==> src/rtl/pe_sched_pkg.sv <==
// rtl/pe_sched_pkg.sv - shared types for the PE array sequencer
//
// Purpose: wire-connection codes, sequencer FSM states and a counter width
// helper shared by pe_sched_ctrl and pe_sched_skew.
// Ports: none (package).

package pe_sched_pkg;

  // Per-row operand routing code driven into each PE row.
  typedef enum logic [1:0] {
    WC_LOAD  = 2'd0,  // a = v_bus,    b = h_bus
    WC_ACC   = 2'd1,  // a = feedback, b = h_bus
    WC_SHIFT = 2'd2,  // a = top,      b = h_bus
    WC_FMT   = 2'd3   // zero operands, format result
  } wire_code_t;

  // Rows sit in format mode whenever no pass is running.
  localparam wire_code_t WC_IDLE = WC_FMT;

  typedef enum logic [2:0] {
    ST_IDLE  = 3'd0,
    ST_LOAD  = 3'd1,
    ST_ACC   = 3'd2,
    ST_FMT   = 3'd3,
    ST_DRAIN = 3'd4,
    ST_TAIL  = 3'd5,
    ST_DONE  = 3'd6
  } sched_state_t;

  // Bits needed to hold max_val; at least one bit so a zero-length
  // counter still has a legal declaration.
  function automatic int cnt_width(input int max_val);
    return (max_val > 0) ? $clog2(max_val + 1) : 1;
  endfunction

endpackage

==> src/rtl/pe_sched_skew.sv <==
// rtl/pe_sched_skew.sv - per-row skew delay line for code and feed enable
//
// Purpose: NUM_ROWS-stage shift register carrying {code, feed_en}. Stage r
// is row r's value, so row r sees the input stream r+1 cycles later and
// row 0 is simply the registered input.
// Ports:
//   clk      in   clock
//   flush_i  in   synchronous flush, all stages to idle code / feed 0
//   code_i   in   next row-0 code
//   feed_i   in   next row-0 feed enable
//   code_o   out  per-row code, row r at [2r+1:2r]
//   feed_o   out  per-row feed enable

module pe_sched_skew
  import pe_sched_pkg::*;
#(
  parameter int NUM_ROWS = 4
) (
  input  logic                  clk,
  input  logic                  flush_i,
  input  wire_code_t            code_i,
  input  logic                  feed_i,
  output logic [2*NUM_ROWS-1:0] code_o,
  output logic [NUM_ROWS-1:0]   feed_o
);

  wire_code_t code_q [NUM_ROWS];
  logic       feed_q [NUM_ROWS];

  always_ff @(posedge clk) begin
    if (flush_i) begin
      for (int i = 0; i < NUM_ROWS; i++) begin
        code_q[i] <= WC_IDLE;
        feed_q[i] <= 1'b0;
      end
    end else begin
      code_q[0] <= code_i;
      feed_q[0] <= feed_i;
      for (int i = 1; i < NUM_ROWS; i++) begin
        code_q[i] <= code_q[i-1];
        feed_q[i] <= feed_q[i-1];
      end
    end
  end

  for (genvar r = 0; r < NUM_ROWS; r++) begin : g_tap
    assign code_o[2*r +: 2] = code_q[r];
    assign feed_o[r]        = feed_q[r];
  end

endmodule

==> src/rtl/pe_sched_ctrl.sv <==
// rtl/pe_sched_ctrl.sv - matrix-multiply pass sequencer for a PE tile column
//
// Purpose: per start pulse runs LOAD, ACC (len cycles), FMT, DRAIN
// (NUM_ROWS cycles), TAIL, DONE and drives every row's wire-connection code,
// operand feed enable and the bottom-row output-valid strobe.
// Macro PE_SCHED_SKEW_EN: when defined, row r receives the row-0 stream
// r cycles later (pe_sched_skew); otherwise all rows share row 0's stream.
// Ports:
//   clk                in   clock
//   rst_n              in   synchronous active-low reset, aborts a pass
//   start_i            in   pass request, sampled while not busy
//   len_i              in   accumulate cycle count, latched on accept
//   busy_o             out  pass in progress
//   done_o             out  one-cycle pass-complete pulse
//   wire_connection_o  out  per-row code, row r at [2r+1:2r]
//   feed_en_o          out  per-row operand feed enable
//   out_valid_o        out  bottom-row result data valid

module pe_sched_ctrl
  import pe_sched_pkg::*;
#(
  parameter int NUM_ROWS  = 4,
  parameter int WIDTH_LEN = 8,
  parameter int OUT_LAT   = 2
) (
  input  logic                  clk,
  input  logic                  rst_n,
  input  logic                  start_i,
  input  logic [WIDTH_LEN-1:0]  len_i,
  output logic                  busy_o,
  output logic                  done_o,
  output logic [2*NUM_ROWS-1:0] wire_connection_o,
  output logic [NUM_ROWS-1:0]   feed_en_o,
  output logic                  out_valid_o
);

  // TAIL must cover the time for the last SHIFT code to reach the bottom
  // row plus the PE output latency.
`ifdef PE_SCHED_SKEW_EN
  localparam int TAIL_CYC = NUM_ROWS - 1 + OUT_LAT;
`else
  localparam int TAIL_CYC = OUT_LAT;
`endif
  localparam int DRAIN_W = $clog2(NUM_ROWS + 1);
  localparam int TAIL_W  = cnt_width(TAIL_CYC);

  sched_state_t         state_q, state_d;
  logic [WIDTH_LEN-1:0] len_q, len_d;
  logic [WIDTH_LEN-1:0] acc_cnt_q, acc_cnt_d;
  logic [DRAIN_W-1:0]   drain_cnt_q, drain_cnt_d;
  logic [TAIL_W-1:0]    tail_cnt_q, tail_cnt_d;

  // Row-0 values for the next cycle, decoded from state_d so that the
  // row registers (and hence all outputs) line up with state_q.
  wire_code_t code_nxt;
  logic       feed_nxt;
  logic       busy_nxt;
  logic       done_nxt;
  logic       busy_q;
  logic       done_q;

  // State register
  always_ff @(posedge clk) begin
    if (!rst_n) begin
      state_q     <= ST_IDLE;
      len_q       <= '0;
      acc_cnt_q   <= '0;
      drain_cnt_q <= '0;
      tail_cnt_q  <= '0;
    end else begin
      state_q     <= state_d;
      len_q       <= len_d;
      acc_cnt_q   <= acc_cnt_d;
      drain_cnt_q <= drain_cnt_d;
      tail_cnt_q  <= tail_cnt_d;
    end
  end

  // Next-state logic
  always_comb begin
    state_d     = state_q;
    len_d       = len_q;
    acc_cnt_d   = acc_cnt_q;
    drain_cnt_d = drain_cnt_q;
    tail_cnt_d  = tail_cnt_q;
    case (state_q)
      ST_IDLE: begin
        if (start_i) begin
          len_d   = len_i;
          state_d = ST_LOAD;
        end
      end
      ST_LOAD: begin
        // A zero length skips ACC entirely, so the ACC counter never wraps.
        if (len_q == '0) begin
          state_d = ST_FMT;
        end else begin
          acc_cnt_d = len_q;
          state_d   = ST_ACC;
        end
      end
      ST_ACC: begin
        if (acc_cnt_q == WIDTH_LEN'(1)) begin
          state_d = ST_FMT;
        end else begin
          acc_cnt_d = acc_cnt_q - WIDTH_LEN'(1);
        end
      end
      ST_FMT: begin
        drain_cnt_d = DRAIN_W'(NUM_ROWS);
        state_d     = ST_DRAIN;
      end
      ST_DRAIN: begin
        if (drain_cnt_q == DRAIN_W'(1)) begin
          if (TAIL_CYC == 0) begin
            state_d = ST_DONE;
          end else begin
            tail_cnt_d = TAIL_W'(TAIL_CYC);
            state_d    = ST_TAIL;
          end
        end else begin
          drain_cnt_d = drain_cnt_q - DRAIN_W'(1);
        end
      end
      ST_TAIL: begin
        if (tail_cnt_q == TAIL_W'(1)) begin
          state_d = ST_DONE;
        end else begin
          tail_cnt_d = tail_cnt_q - TAIL_W'(1);
        end
      end
      ST_DONE: begin
        // Not busy here, so a new request is taken without an IDLE gap.
        if (start_i) begin
          len_d   = len_i;
          state_d = ST_LOAD;
        end else begin
          state_d = ST_IDLE;
        end
      end
      default: state_d = ST_IDLE;
    endcase
  end

  // Output decode
  always_comb begin
    code_nxt = WC_IDLE;
    feed_nxt = 1'b0;
    busy_nxt = 1'b0;
    done_nxt = 1'b0;
    case (state_d)
      ST_LOAD: begin
        code_nxt = WC_LOAD;
        feed_nxt = 1'b1;
        busy_nxt = 1'b1;
      end
      ST_ACC: begin
        code_nxt = WC_ACC;
        feed_nxt = 1'b1;
        busy_nxt = 1'b1;
      end
      ST_FMT: begin
        code_nxt = WC_FMT;
        busy_nxt = 1'b1;
      end
      ST_DRAIN: begin
        code_nxt = WC_SHIFT;
        busy_nxt = 1'b1;
      end
      ST_TAIL: begin
        busy_nxt = 1'b1;
      end
      ST_DONE: begin
        done_nxt = 1'b1;
      end
      default: begin
        code_nxt = WC_IDLE;
      end
    endcase
  end

  always_ff @(posedge clk) begin
    if (!rst_n) begin
      busy_q <= 1'b0;
      done_q <= 1'b0;
    end else begin
      busy_q <= busy_nxt;
      done_q <= done_nxt;
    end
  end

  assign busy_o = busy_q;
  assign done_o = done_q;

`ifdef PE_SCHED_SKEW_EN
  pe_sched_skew #(
    .NUM_ROWS (NUM_ROWS)
  ) u_skew (
    .clk     (clk),
    .flush_i (!rst_n),
    .code_i  (code_nxt),
    .feed_i  (feed_nxt),
    .code_o  (wire_connection_o),
    .feed_o  (feed_en_o)
  );
`else
  logic [1:0] row_code_q;
  logic       row_feed_q;

  always_ff @(posedge clk) begin
    if (!rst_n) begin
      row_code_q <= WC_IDLE;
      row_feed_q <= 1'b0;
    end else begin
      row_code_q <= code_nxt;
      row_feed_q <= feed_nxt;
    end
  end

  assign wire_connection_o = {NUM_ROWS{row_code_q}};
  assign feed_en_o         = {NUM_ROWS{row_feed_q}};
`endif

  // Bottom row is already registered; OUT_LAT more stages model the PE's
  // own path from seeing SHIFT to presenting bot_data.
  logic [1:0] bottom_code;
  logic       bottom_shift;

  assign bottom_code  = wire_connection_o[2*NUM_ROWS-1 -: 2];
  assign bottom_shift = (bottom_code == WC_SHIFT);

  if (OUT_LAT == 0) begin : g_ov_direct
    assign out_valid_o = bottom_shift;
  end else begin : g_ov_pipe
    logic [OUT_LAT-1:0] ov_q;

    always_ff @(posedge clk) begin
      if (!rst_n) begin
        ov_q <= '0;
      end else begin
        ov_q[0] <= bottom_shift;
        for (int i = 1; i < OUT_LAT; i++) begin
          ov_q[i] <= ov_q[i-1];
        end
      end
    end

    assign out_valid_o = ov_q[OUT_LAT-1];
  end

endmodule

==> config.mk <==
export PLATFORM = sky130hd
export DESIGN_NAME = pe_sched_ctrl
export DESIGN_NICKNAME = d
export VERILOG_FILES = /design/src/rtl/pe_sched_pkg.sv /design/src/rtl/pe_sched_skew.sv /design/src/rtl/pe_sched_ctrl.sv
export SDC_FILE = /design/constraint.sdc
export NUM_CORES = 1
export LEC_CHECK = 0
export CORE_UTILIZATION = 47
export DETAILED_ROUTE_END_ITERATION = 12
export PLACE_DENSITY = 0.71
export SYNTH_ARGS = -nofsm -noshare
export SYNTH_HDL_FRONTEND = slang
export SYNTH_SLANG_ARGS = --single-unit
==> constraint.sdc <==
create_clock -name clk -period 3.35 [get_ports clk]
set_input_delay 1.005 -clock clk [delete_from_list [all_inputs] [get_ports clk]]
set_output_delay 1.005 -clock clk [all_outputs]
set_load 0.02 [all_outputs]
## After elaboration in Yosys (flattened, before gate mapping)

Index checks and enable logic that the tools add are counted.
W data, S select, Z words.

- Flip-flop bits (word level): 31
- Output and inout port bits: 15
- Word-level logic and storage cells: 65

- $add $sub $neg: 3
- Equality and inequality tests: 21
- Mux-type cells: 19
- Reduce and logical (&&, ||, !) cells: 12

Operators by type and width:

| kind | count |
|---|---|
| $pmux W3 S7 | 1 |
| $eq A3 B3 Y1 const B | 6 |
| $mux W8 | 2 |
| $pmux W8 S2 | 1 |
| $mux W3 | 5 |
| $eq A3 B2 Y1 const B | 4 |
| $ne A2 B2 Y1 const B | 5 |
| $eq A3 B1 Y1 const B | 3 |
| $eq A8 B1 Y1 const B | 1 |
| $logic_not A8 Y1 | 1 |
| $sub A8 B1 Y8 const B | 1 |
| $pmux W2 S3 | 1 |
| $pmux W3 S2 | 1 |
| $reduce_and A3 Y1 | 2 |
| $reduce_bool A2 Y1 | 3 |
| $mux W1 | 5 |
| $reduce_or A5 Y1 | 1 |
| $mux W2 | 2 |
| $pmux W2 S2 | 1 |
| $reduce_and A2 Y1 | 2 |
| $reduce_or A2 Y1 | 2 |
| $logic_not A3 Y1 | 1 |
| $sub A3 B1 Y3 const B | 1 |
| $eq A2 B1 Y1 const B | 1 |
| other kinds (2) | 2 |

## Longest topological paths before layout

Gate-level depths: netlist of run 1.

- Depth in word-level cells: 6
- Gate-level depth with buffers: 6
- Depth with buffers taken out: 6

## Least setup slack after synthesis of run 1

Ideal clock, no wire load.

- Path kind: input-to-reg
- Start: input port rst_n
- End: register acc_cnt_q[7]
- Arrival time: 1761 ps
- Required time: 3279 ps
- Path slack: 1518 ps
- Stages: 4
- Path through: clkbuf_1 -> clkinv_1 -> clkbuf_1 -> a21oi_1

RTL lines:

| what | line | RTL |
|---|---|---|
| from (decl) | pe_sched_ctrl.sv:27 | `input logic rst_n,` |
| to (signal assigned) | pe_sched_ctrl.sv:73 | `acc_cnt_q <= acc_cnt_d;` |
| to (decl) | pe_sched_ctrl.sv:49 | `logic [WIDTH_LEN-1:0] acc_cnt_q, acc_cnt_d;` |

No word-level cell between the ends.

## Worst setup path in the final report of run 1

- Start: register row_code_q[1], in the netlist bottom_code[1]
- End: output port wire_connection_o[7]

RTL lines:

| what | line | RTL |
|---|---|---|
| from (decl) | pe_sched_ctrl.sv:207 | `logic [1:0] row_code_q;` |
| from (signal assigned) | pe_sched_ctrl.sv:215 | `row_code_q <= code_nxt;` |
| to (decl) | pe_sched_ctrl.sv:32 | `output logic [2*NUM_ROWS-1:0] wire_connection_o,` |

No word-level cell between the ends.

==> results of run 1 <==
==> how the worst max path moves through the flow <==
stage	startpoint	depth (start not counted)	slack, ns	to
floorplan	rst_n	4	1.52	acc_cnt_q[7]$_SDFFE_PN0P_
global placement	rst_n	3	0.94	busy_o$_SDFF_PN0_
detailed placement	start_i	6	0.92	len_q[4]$_SDFFE_PN0P_
CTS	bottom_code[1]$_SDFF_PN1_	1	0.93	wire_connection_o[7]
global route	bottom_code[1]$_SDFF_PN1_	1	0.88	wire_connection_o[7]
finish	bottom_code[1]$_SDFF_PN1_	1	0.94	wire_connection_o[7]
==> cell usage in the layout (no fill, tap or decap), drive strengths merged, types with 3 or more instances in the layout <==
cell type       n
nand2           6
and3            5
nor4            5
nor3b           3
o21a            3
a31oi           5
nor2b           6
ha              5
nor3            6
nor2           18
a21oi          11
clkbuf          8
mux2i          10
nand2b          5
or4             3
dfxtp          31
clkdlybuf4s50  25
o21ai           9
and2            4
inv             7
==> final cells by class <==
cell class | count | area [sq um]
fillers | 306 | 1430
repair buffers | 27 | 265.3
multi-input cells | 132 | 943.4
clock buffers | 8 | 68.82
well taps | 46 | 57.56
flip-flops and latches | 31 | 620.6
inverters | 8 | 30.03
==> report_power, final <==
group,switching [mW],leakage (nW),internal (mW),total [mW]
Clock,0.131,0.0386,0.123,0.255
Sequential,0.0466,0.253,0.402,0.449
Combinational,0.161,0.429,0.146,0.307
==> through the flow <==
| stage | hold WS [ns] | std cells | power, mW |
|---|---|---|---|
| finish | 0.4465 | 252 | 1.010 |
| global route | 0.4666 | 252 | 1.069 |
| CTS | 0.4489 | 252 | 1.018 |
| detailed placement | 0.4255 | 244 | 0.7614 |
| global placement | 0.4215 | 244 | 0.7554 |
| floorplan | 0.4119 | 192 | 0.6901 |
==> layer usage <==
metal / share of wire / track usage / wire length (um)
met5: 0 / 0 / 0
met1: 0.47 / 0.2605 / 1728
met3: 0.057 / 0.04927 / 207
met2: 0.46 / 0.2962 / 1695
met4: 0.0074 / 0.1453 / 27
==> logic make-up (layout without fill, tap and decap cells) <==
kind of cell | count (synthesis) | in the layout | synth area share
muxes | 10 | 10 | 0.05810
DFF | 31 | 31 | 0.3602
adders and majority gates | 5 | 5 | 0.03631
buffers and inverters | 29 | 43 | 0.09223
AOI/OAI and AO/OA | 47 | 47 | 0.2048
and+or+nand+nor | 70 | 70 | 0.2484
==> registers in the layout, indices dropped and copies added (netlist names) <==
| register | count |
|---|---|
| acc_cnt_q | 8 |
| bottom_code | 2 |
| busy_o | 1 |
| done_o | 1 |
| drain_cnt_q | 3 |
| g_ov_pipe.ov_q | 2 |
| len_q | 8 |
| row_feed_q | 1 |
| state_q | 3 |
| tail_cnt_q | 2 |
==> flow_metrics.py, run 1 <==
metrics = {
    "outcome": {
        "status": "finished clean",
    },
    "pwr": {
        "max-vdd-ir-drop_uv": 231.6,
        "power_density_mw_per_mm2": 508.8,
        "p_leak_nw": 0.7212,
    },
    "synthesis": {
        "synth-edff-count": 0,
        "yosys.area.top_type": "dfxtp_1",
        "synth-main-ff-cell": "dfxtp_1",
        "syn_area_sq_mm": 0.001723,
        "ys_seq_elements": 31,
        "avgSynthCellArea_sq_um": 8.973,
        "yosys.cell_count.top_type": "dfxtp_1",
        "synthCells": 192,
        "synthDominantCellAreaShare": 0.3602,
        "synthTopCellsByArea": "dfxtp_1, mux2i_1, buf_4",
        "ys_types": 52,
        "seq_area_frac_synth": 0.3602,
        "yosys-top-cells-count": "dfxtp_1, nor2_1, a21oi_1, buf_4, mux2i_1",
        "syn_nets": 208,
        "yosysWarnings": 0,
        "ys_async_sr_fraction": 0,
    },
    "timing": {
        "min_period_over_period": 0.7180,
        "skew_ns": 0.005605,
        "max_freq_ghz": 0.4158,
        "slew_viol_final": 0,
        "rsz0062_at_grt": "no",
        "period_needed_ns": 2.405,
        "relSlewSlack": 0.4085,
        "setup_viol_count_final": 0,
        "tightest_slew_ns": 0.8791,
        "tns_ns": 0,
        "worst_slack_ns": 0.9449,
        "hold_viol": 0,
    },
    "cts": {
        "root_buffer": "clkbuf_4",
        "cts_tree": "done",
        "cts_resized": 0,
        "cts_buffers": 5,
        "clockBufferDepth": 2,
        "post_cts_buffers": 0,
        "clkLatencyLatePin_ns": 0.34,
        "h-tree-depth": 2,
        "ctsHoldBuffers": 0,
        "clock-sinks": 31,
        "cts.reportedPaths.clkPinSlew_ns": 0.10,
    },
    "critical_path": {
        "crit_type": "register to output pin",
        "cp_slowest_stage_delay_ns": 0.65,
        "rr_worst_depth": 4,
        "worstPathMaxFanout": 5,
        "worstSetupEndpointType": "output pin",
        "path_cells": "clkdlybuf4s50_1",
        "worstReg2RegStart": "state_q[0]$_SDFF_PN0_",
        "cp_top_family": "buffers and inverters",
        "critPathLaunchType": "register",
        "crit_path_top_delay_cell": "clkdlybuf4s50_1",
        "cp.arrival_ns": 1.40,
        "crit_buf_inv": 1,
        "worst-r2r-setup-slack_ns": 1.19,
        "required_ns": 2.34,
        "r2r_end": "acc_cnt_q[2]$_SDFFE_PN0P_",
    },
    "grt": {
        "grt-ovfl-total": 0,
        "grt_use_total": 0.2033,
        "antenna_found_initial": 0,
        "grt_max_degree": 23,
        "grt_pass1_vias": 1387,
        "grt_pass1_wl_um": 6230,
    },
    "floorplanning": {
        "rows": 21,
        "core_area_sq_mm": 0.003416,
        "design.die.area_sq_mm": 0.003912,
        "start_util": 0.5044,
        "ios": 26,
        "die_w_um": 62.55,
        "die_h_um": 62.55,
    },
    "final_layout": {
        "diodes": 0,
        "synthToLayoutAreaGrowth_pct": 15.25,
        "final_util": 0.5813,
        "final_area_sq_mm": 0.001986,
        "final_layout_size_suffix_gt1_frac": 0.1019,
        "nNetsFinal": 221,
    },
    "placed_design": {
        "hpwl_um": 2526,
        "gp_congestion": 0.7781,
        "io_buffers": 25,
        "dp_slack_ns": 0.9182,
        "post_dp_cell_area_sq_mm": 0.001917,
    },
    "job": {
        "cap_viol_max_count": 0,
    },
    "min_path": {
        "hp-class": "register to register",
        "hold_end": "g_ov_pipe.ov_q[1]$_SDFF_PN0_",
        "holdPathStages": 1,
        "hold_start": "g_ov_pipe.ov_q[0]$_SDFF_PN0_",
    },
    "route": {
        "initialDrtViolationCount": 92,
        "antenna_left": 0,
        "routed_wl_um": 3658,
        "viasPerCell": 5.702,
        "vias": 1437,
        "dr.pass1.iters": 4,
        "wl_per_cell_um": 14.52,
        "drcViolationCount": 0,
    },
}
(Power assumes the default switching activity.)
==> run 2, diff against run 1 <==
==> constraint.sdc (replaced) <==
create_clock -name clk -period 2.35 [get_ports clk]
set_input_delay 0.705 -clock clk [delete_from_list [all_inputs] [get_ports clk]]
set_output_delay 0.705 -clock clk [all_outputs]
set_load 0.02 [all_outputs]
==> flow_metrics.py, run 2 (synthesis results as in run 1) <==
metrics = {
    "min_path": {
        "hp-class": "register to register",
    },
    "critical_path": {
        "cp-startpoint": "bottom_code[0]$_SDFF_PN1_",
        "critPathCapture": "wire_connection_o[0]",
        "cp_top_family": "buffers and inverters",
        "crit_cells": 1,
        "crit_buf_inv": 1,
        "path_cells": "clkdlybuf4s50_1",
        "cp_slowest_stage_delay_ns": 0.63,
        "rr_worst_depth": 4,
        "critPathLaunchType": "register",
        "crit_type": "register to output pin",
        "worst-r2r-setup-slack_ns": 0.53,
        "worstSetupEndpointType": "output pin",
        "cp.arrival_ns": 1.37,
        "r2r_end": "acc_cnt_q[2]$_SDFFE_PN0P_",
        "required_ns": 1.64,
        "crit_path_top_delay_cell": "clkdlybuf4s50_1",
        "worstReg2RegStart": "state_q[0]$_SDFF_PN0_",
        "worstPathMaxFanout": 5,
    },
    "cts": {
        "h-tree-depth": 2,
        "ctsHoldBuffers": 0,
        "cts_buffers": 5,
        "clockBufferDepth": 2,
        "clock-sinks": 31,
        "post_cts_buffers": 0,
        "cts.reportedPaths.clkPinSlew_ns": 0.09,
        "cts_resized": 0,
        "root_buffer": "clkbuf_4",
        "clkLatencyLatePin_ns": 0.34,
        "cts_tree": "done",
    },
    "final_layout": {
        "num-fill-cells": 316,
        "layout_commonest_cell": "dfxtp_1",
        "layout_common_cells": "dfxtp_1, clkdlybuf4s50_1, nor2_1",
        "nNetsFinal": 228,
        "diodes": 0,
        "final_util": 0.5930,
        "top_regs": "acc_cnt_q: 8 flops, len_q: 8 flops",
        "fin_cells": 258,
        "synthToLayoutAreaGrowth_pct": 17.57,
        "final_layout_size_suffix_gt1_frac": 0.1321,
        "multi_input_area_sq_um": 943.4,
        "seq_area_sq_um": 620.6,
    },
    "timing": {
        "period_needed_ns": 2.073,
        "worst_slack_ns": 0.2766,
        "tightest_slew_ns": 0.5236,
        "hold_viol": 0,
        "rsz0062_at_grt": "no",
        "setup_viol_count_final": 0,
        "min_period_over_period": 0.8823,
        "slew_viol_final": 0,
        "skew_ns": 0.007866,
        "tns_ns": 0,
        "max_freq_ghz": 0.4823,
        "relSlewSlack": 0.6460,
        "whs_ns": 0.4400,
    },
    "grt": {
        "grt_use_total": 0.2088,
        "grt_pass1_wl_um": 6472,
        "grt_pass1_vias": 1381,
        "antenna_found_initial": 0,
        "grt-ovfl-total": 0,
        "grt_max_degree": 17,
    },
    "pwr": {
        "switching_share": 0.3383,
        "p_switching_mw": 0.4808,
        "internal_power_mw": 0.9404,
        "pwr-share-clk": 0.223,
        "p_leak_nw": 0.7524,
        "max-vdd-ir-drop_uv": 404.1,
        "comb_power_share": 0.336,
        "power_density_mw_per_mm2": 701.6,
        "power_frac_seq": 0.441,
    },
    "floorplanning": {
        "die_h_um": 62.55,
        "start_util": 0.5044,
        "ios": 26,
        "rows": 21,
        "design.die.area_sq_mm": 0.003912,
        "core_area_sq_mm": 0.003416,
        "die_w_um": 62.55,
    },
    "placed_design": {
        "io_buffers": 25,
        "hpwl_um": 2679,
        "dp_cells": 251,
        "gp_congestion": 0.8135,
        "dp_slack_ns": 0.2242,
    },
    "route": {
        "drcViolationCount": 0,
        "initialDrtViolationCount": 89,
        "dr.pass1.iters": 4,
        "wl_per_cell_um": 14.35,
        "antenna_left": 0,
        "vias": 1439,
        "viasPerCell": 5.578,
        "routed_wl_um": 3703,
    },
    "outcome": {
        "status": "finished clean",
    },
    "job": {
        "cap_viol_max_count": 0,
    },
}
-- run 2: worst min path at each step --
stage	slack (ns)	to	cells past startpoint	start
2_1_floorplan	0.41	g_ov_pipe.ov_q[1]$_SDFF_PN0_	1	g_ov_pipe.ov_q[0]$_SDFF_PN0_
3_3_place_gp	0.42	g_ov_pipe.ov_q[1]$_SDFF_PN0_	1	g_ov_pipe.ov_q[0]$_SDFF_PN0_
3_5_place_dp	0.42	g_ov_pipe.ov_q[1]$_SDFF_PN0_	1	g_ov_pipe.ov_q[0]$_SDFF_PN0_
4_1_cts	0.44	g_ov_pipe.ov_q[1]$_SDFF_PN0_	1	g_ov_pipe.ov_q[0]$_SDFF_PN0_
5_1_grt	0.47	g_ov_pipe.ov_q[1]$_SDFF_PN0_	1	g_ov_pipe.ov_q[0]$_SDFF_PN0_
6_report	0.44	g_ov_pipe.ov_q[1]$_SDFF_PN0_	1	g_ov_pipe.ov_q[0]$_SDFF_PN0_
-- run 2: power groups by stage --
stage	sequential (mW)	combinational [mW]	clock (mW)
after CTS	0.626	0.476	0.331
after global routing	0.634	0.520	0.362
after global placement	0.635	0.466	0
after floorplan	0.628	0.356	0
after detailed placement	0.638	0.474	0
final	0.626	0.478	0.318
-- run 2: cell type report --
type / count / share of cell area
timing repair buffer: 34 / 0.1569
clock buffer: 6 / 0.02532
multi-input combinational: 132 / 0.4657
tap: 46 / 0.02841
clock inverter: 1 / 0.002471
inverter: 8 / 0.01482
sequential: 31 / 0.3064
-- run 2: stage by stage --
stage,cell area (sq um),total power [mW]
global placement,1969,1.102
floorplan,1723,0.9837
detailed placement,1969,1.112
finish,2026,1.421
global route,2026,1.516
CTS,2026,1.433
-- run 2: layer usage --
layer	share of wire	up-vias	wire length [um]	global-route usage
met4	0.015	0	54	0.06686
met1	0.48	672	1760	0.2834
met2	0.47	28	1749	0.3193
met5	0	-	0	0
li1	-	733	-	-
met3	0.037	6	138	0.05657
-- run 2: worst reg2reg max path, delay by kind of cell (launching register included) --
family	cells	cell delay [ns]
compound gates	3	0.72
flops	1	0.46
simple gates	1	0.57
==> variant, RTL diff (settings of run 2) <==
Make the reset (`rst_n`) asynchronous in 4 clocked blocks. Comments in the files are not updated.
--- a/src/rtl/pe_sched_ctrl.sv
+++ b/src/rtl/pe_sched_ctrl.sv
@@ -61,5 +61,5 @@
 
   // State register
-  always_ff @(posedge clk) begin
+  always_ff @(posedge clk or negedge rst_n) begin
     if (!rst_n) begin
       state_q     <= ST_IDLE;
@@ -180,5 +180,5 @@
   end
 
-  always_ff @(posedge clk) begin
+  always_ff @(posedge clk or negedge rst_n) begin
     if (!rst_n) begin
       busy_q <= 1'b0;
@@ -208,5 +208,5 @@
   logic       row_feed_q;
 
-  always_ff @(posedge clk) begin
+  always_ff @(posedge clk or negedge rst_n) begin
     if (!rst_n) begin
       row_code_q <= WC_IDLE;
@@ -235,5 +235,5 @@
     logic [OUT_LAT-1:0] ov_q;
 
-    always_ff @(posedge clk) begin
+    always_ff @(posedge clk or negedge rst_n) begin
       if (!rst_n) begin
         ov_q <= '0;
Function: differs if rst_n is asserted again (counterexample within 4 cycles, from zero or initial values and one cycle with rst_n low); with rst_n held inactive, the same outputs for 10 cycles.
==> variant against run 2 <==
  * Synthesized area is 2.7% higher
  * Sequential cell count stayed put
  * Wire length is 11% lower
  * Cell count is 9.7% lower
  * Synthesized cell count is 13% lower
  * Register-to-register slack worse by 230 ps
  * Cell area is 1.2% higher
  * Hold slack worse by 74 ps
  * Global-route usage is 1.5 points lower
  * Setup slack worse by 84 ps
Power is not compared: it rests on default switching activity, and its combinational part moved more than twofold at a synthesized area within 25%.
==> variant: results (changes against run 2) <==
[place]
place_hpwl_um=2430  ; -9.4%
place_congestion=0.855  ; +5.1%
post-place-cells=225  ; -10%
postPlaceCellArea_mm2=0.00197  ; unchanged

[synth]
synth.distinct_cells=49  ; -5.8%
synth_top_flop_cell=dfrtp_1
synth_common_cells=29 x dfrtp_1, 14 x nor2_1, 11 x a21oi_1, 11 x buf_4, 9 x inv_1
yosysSeqAreaShare_pct=44.0  ; +8.0 points
synth_area_per_cell_um2=10.5  ; +17%
syn_nets=184  ; -12%
async_reset_ff_share_pct=100  ; +100 points
synth.area.top_cells=dfrtp_1 41%, mux2_2 5.1%, buf_4 4.7%

[pwr]
power_frac_seq_pct=35.5
p_leak_uw=0.000840

[route]
drt_wl_total_um=3290  ; -11%
first_pass_iters=4  ; unchanged
via_count=1272  ; -12%
wire_per_inst_um=14.1  ; -1.6%
drt_iter0_drc=75  ; -16%

[global_routing]
grt_usage_pct=19.4  ; -1.5 points
antenna_found_initial=0  ; unchanged
grt_start_max_net_pins=32  ; +15
grt_pass1_wl_um=5880  ; -9.2%

[setup_path]
cpPeakStageDelay_ps=610  ; -20 ps
crit_path_max_fanout=5  ; unchanged
r2r-start=state_q[2]
startpoint=bottom_code[0]
r2r_slack_ps=300  ; -230 ps
r2r_cells=5  ; +1
worstPathArrival_ps=1450  ; +80 ps
crit_end=wire_connection_o[0]
rr_endpoint=acc_cnt_q[0]

[clocking]
cts-root-buf=clkbuf_8
insertion_delay_ps=280  ; -60 ps
ctsResizeCount=0  ; unchanged
clk_pin_slew_ps=60  ; -30 ps

[status]
status=complete, no violations

[cells_and_area]
nets=202  ; -11%
layout-drive-gt1-share_pct=19.8  ; +6.6 points

[worst_hold_path]
min_path_cells=0  ; -1
min_path_type=reg -> reg
min_to=g_ov_pipe.ov_q[1]
hp-start=g_ov_pipe.ov_q[0]

[sta]
fin_worst_skew_ps=6.57  ; -1.29 ps
maxSlewHeadroom_pct=59.2  ; -5.4 points

variant: through the flow:
step	setup slack, ps	hold WS [ps]
after floorplan	478	331
after global placement	43.7	343
after detailed placement	21.3	353
after CTS	177	366
after global routing	126	367
final	193	366
variant: final cells by class:
type | instances | area (um^2)
clock buffer | 7 | 76.3
clock inverter | 1 | 5.00
fill | 308 | 1420
inverter | 9 | 33.8
multi-input combinational | 110 | 820
sequential | 31 | 778
tap | 46 | 57.6
timing repair buffer | 29 | 280
variant: metal layers:
metal | vias to the layer above | wire, um | GRT usage [%]
met5 | - | 0 | 0
met4 | 0 | 35 | 5.68
met3 | 4 | 189 | 6.16
met2 | 44 | 1620 | 31.6
met1 | 605 | 1440 | 24.4
li1 | 619 | - | -
variant: cell families after synthesis:
kind of cell,after synthesis,share of synthesized area (%)
flops,31,44.0
buf+inv,27,9.69
simple gates,52,18.0
xor+xnor,1,0.495
fa+ha+maj,5,3.54
compound gates,44,19.2
mux,8,5.09
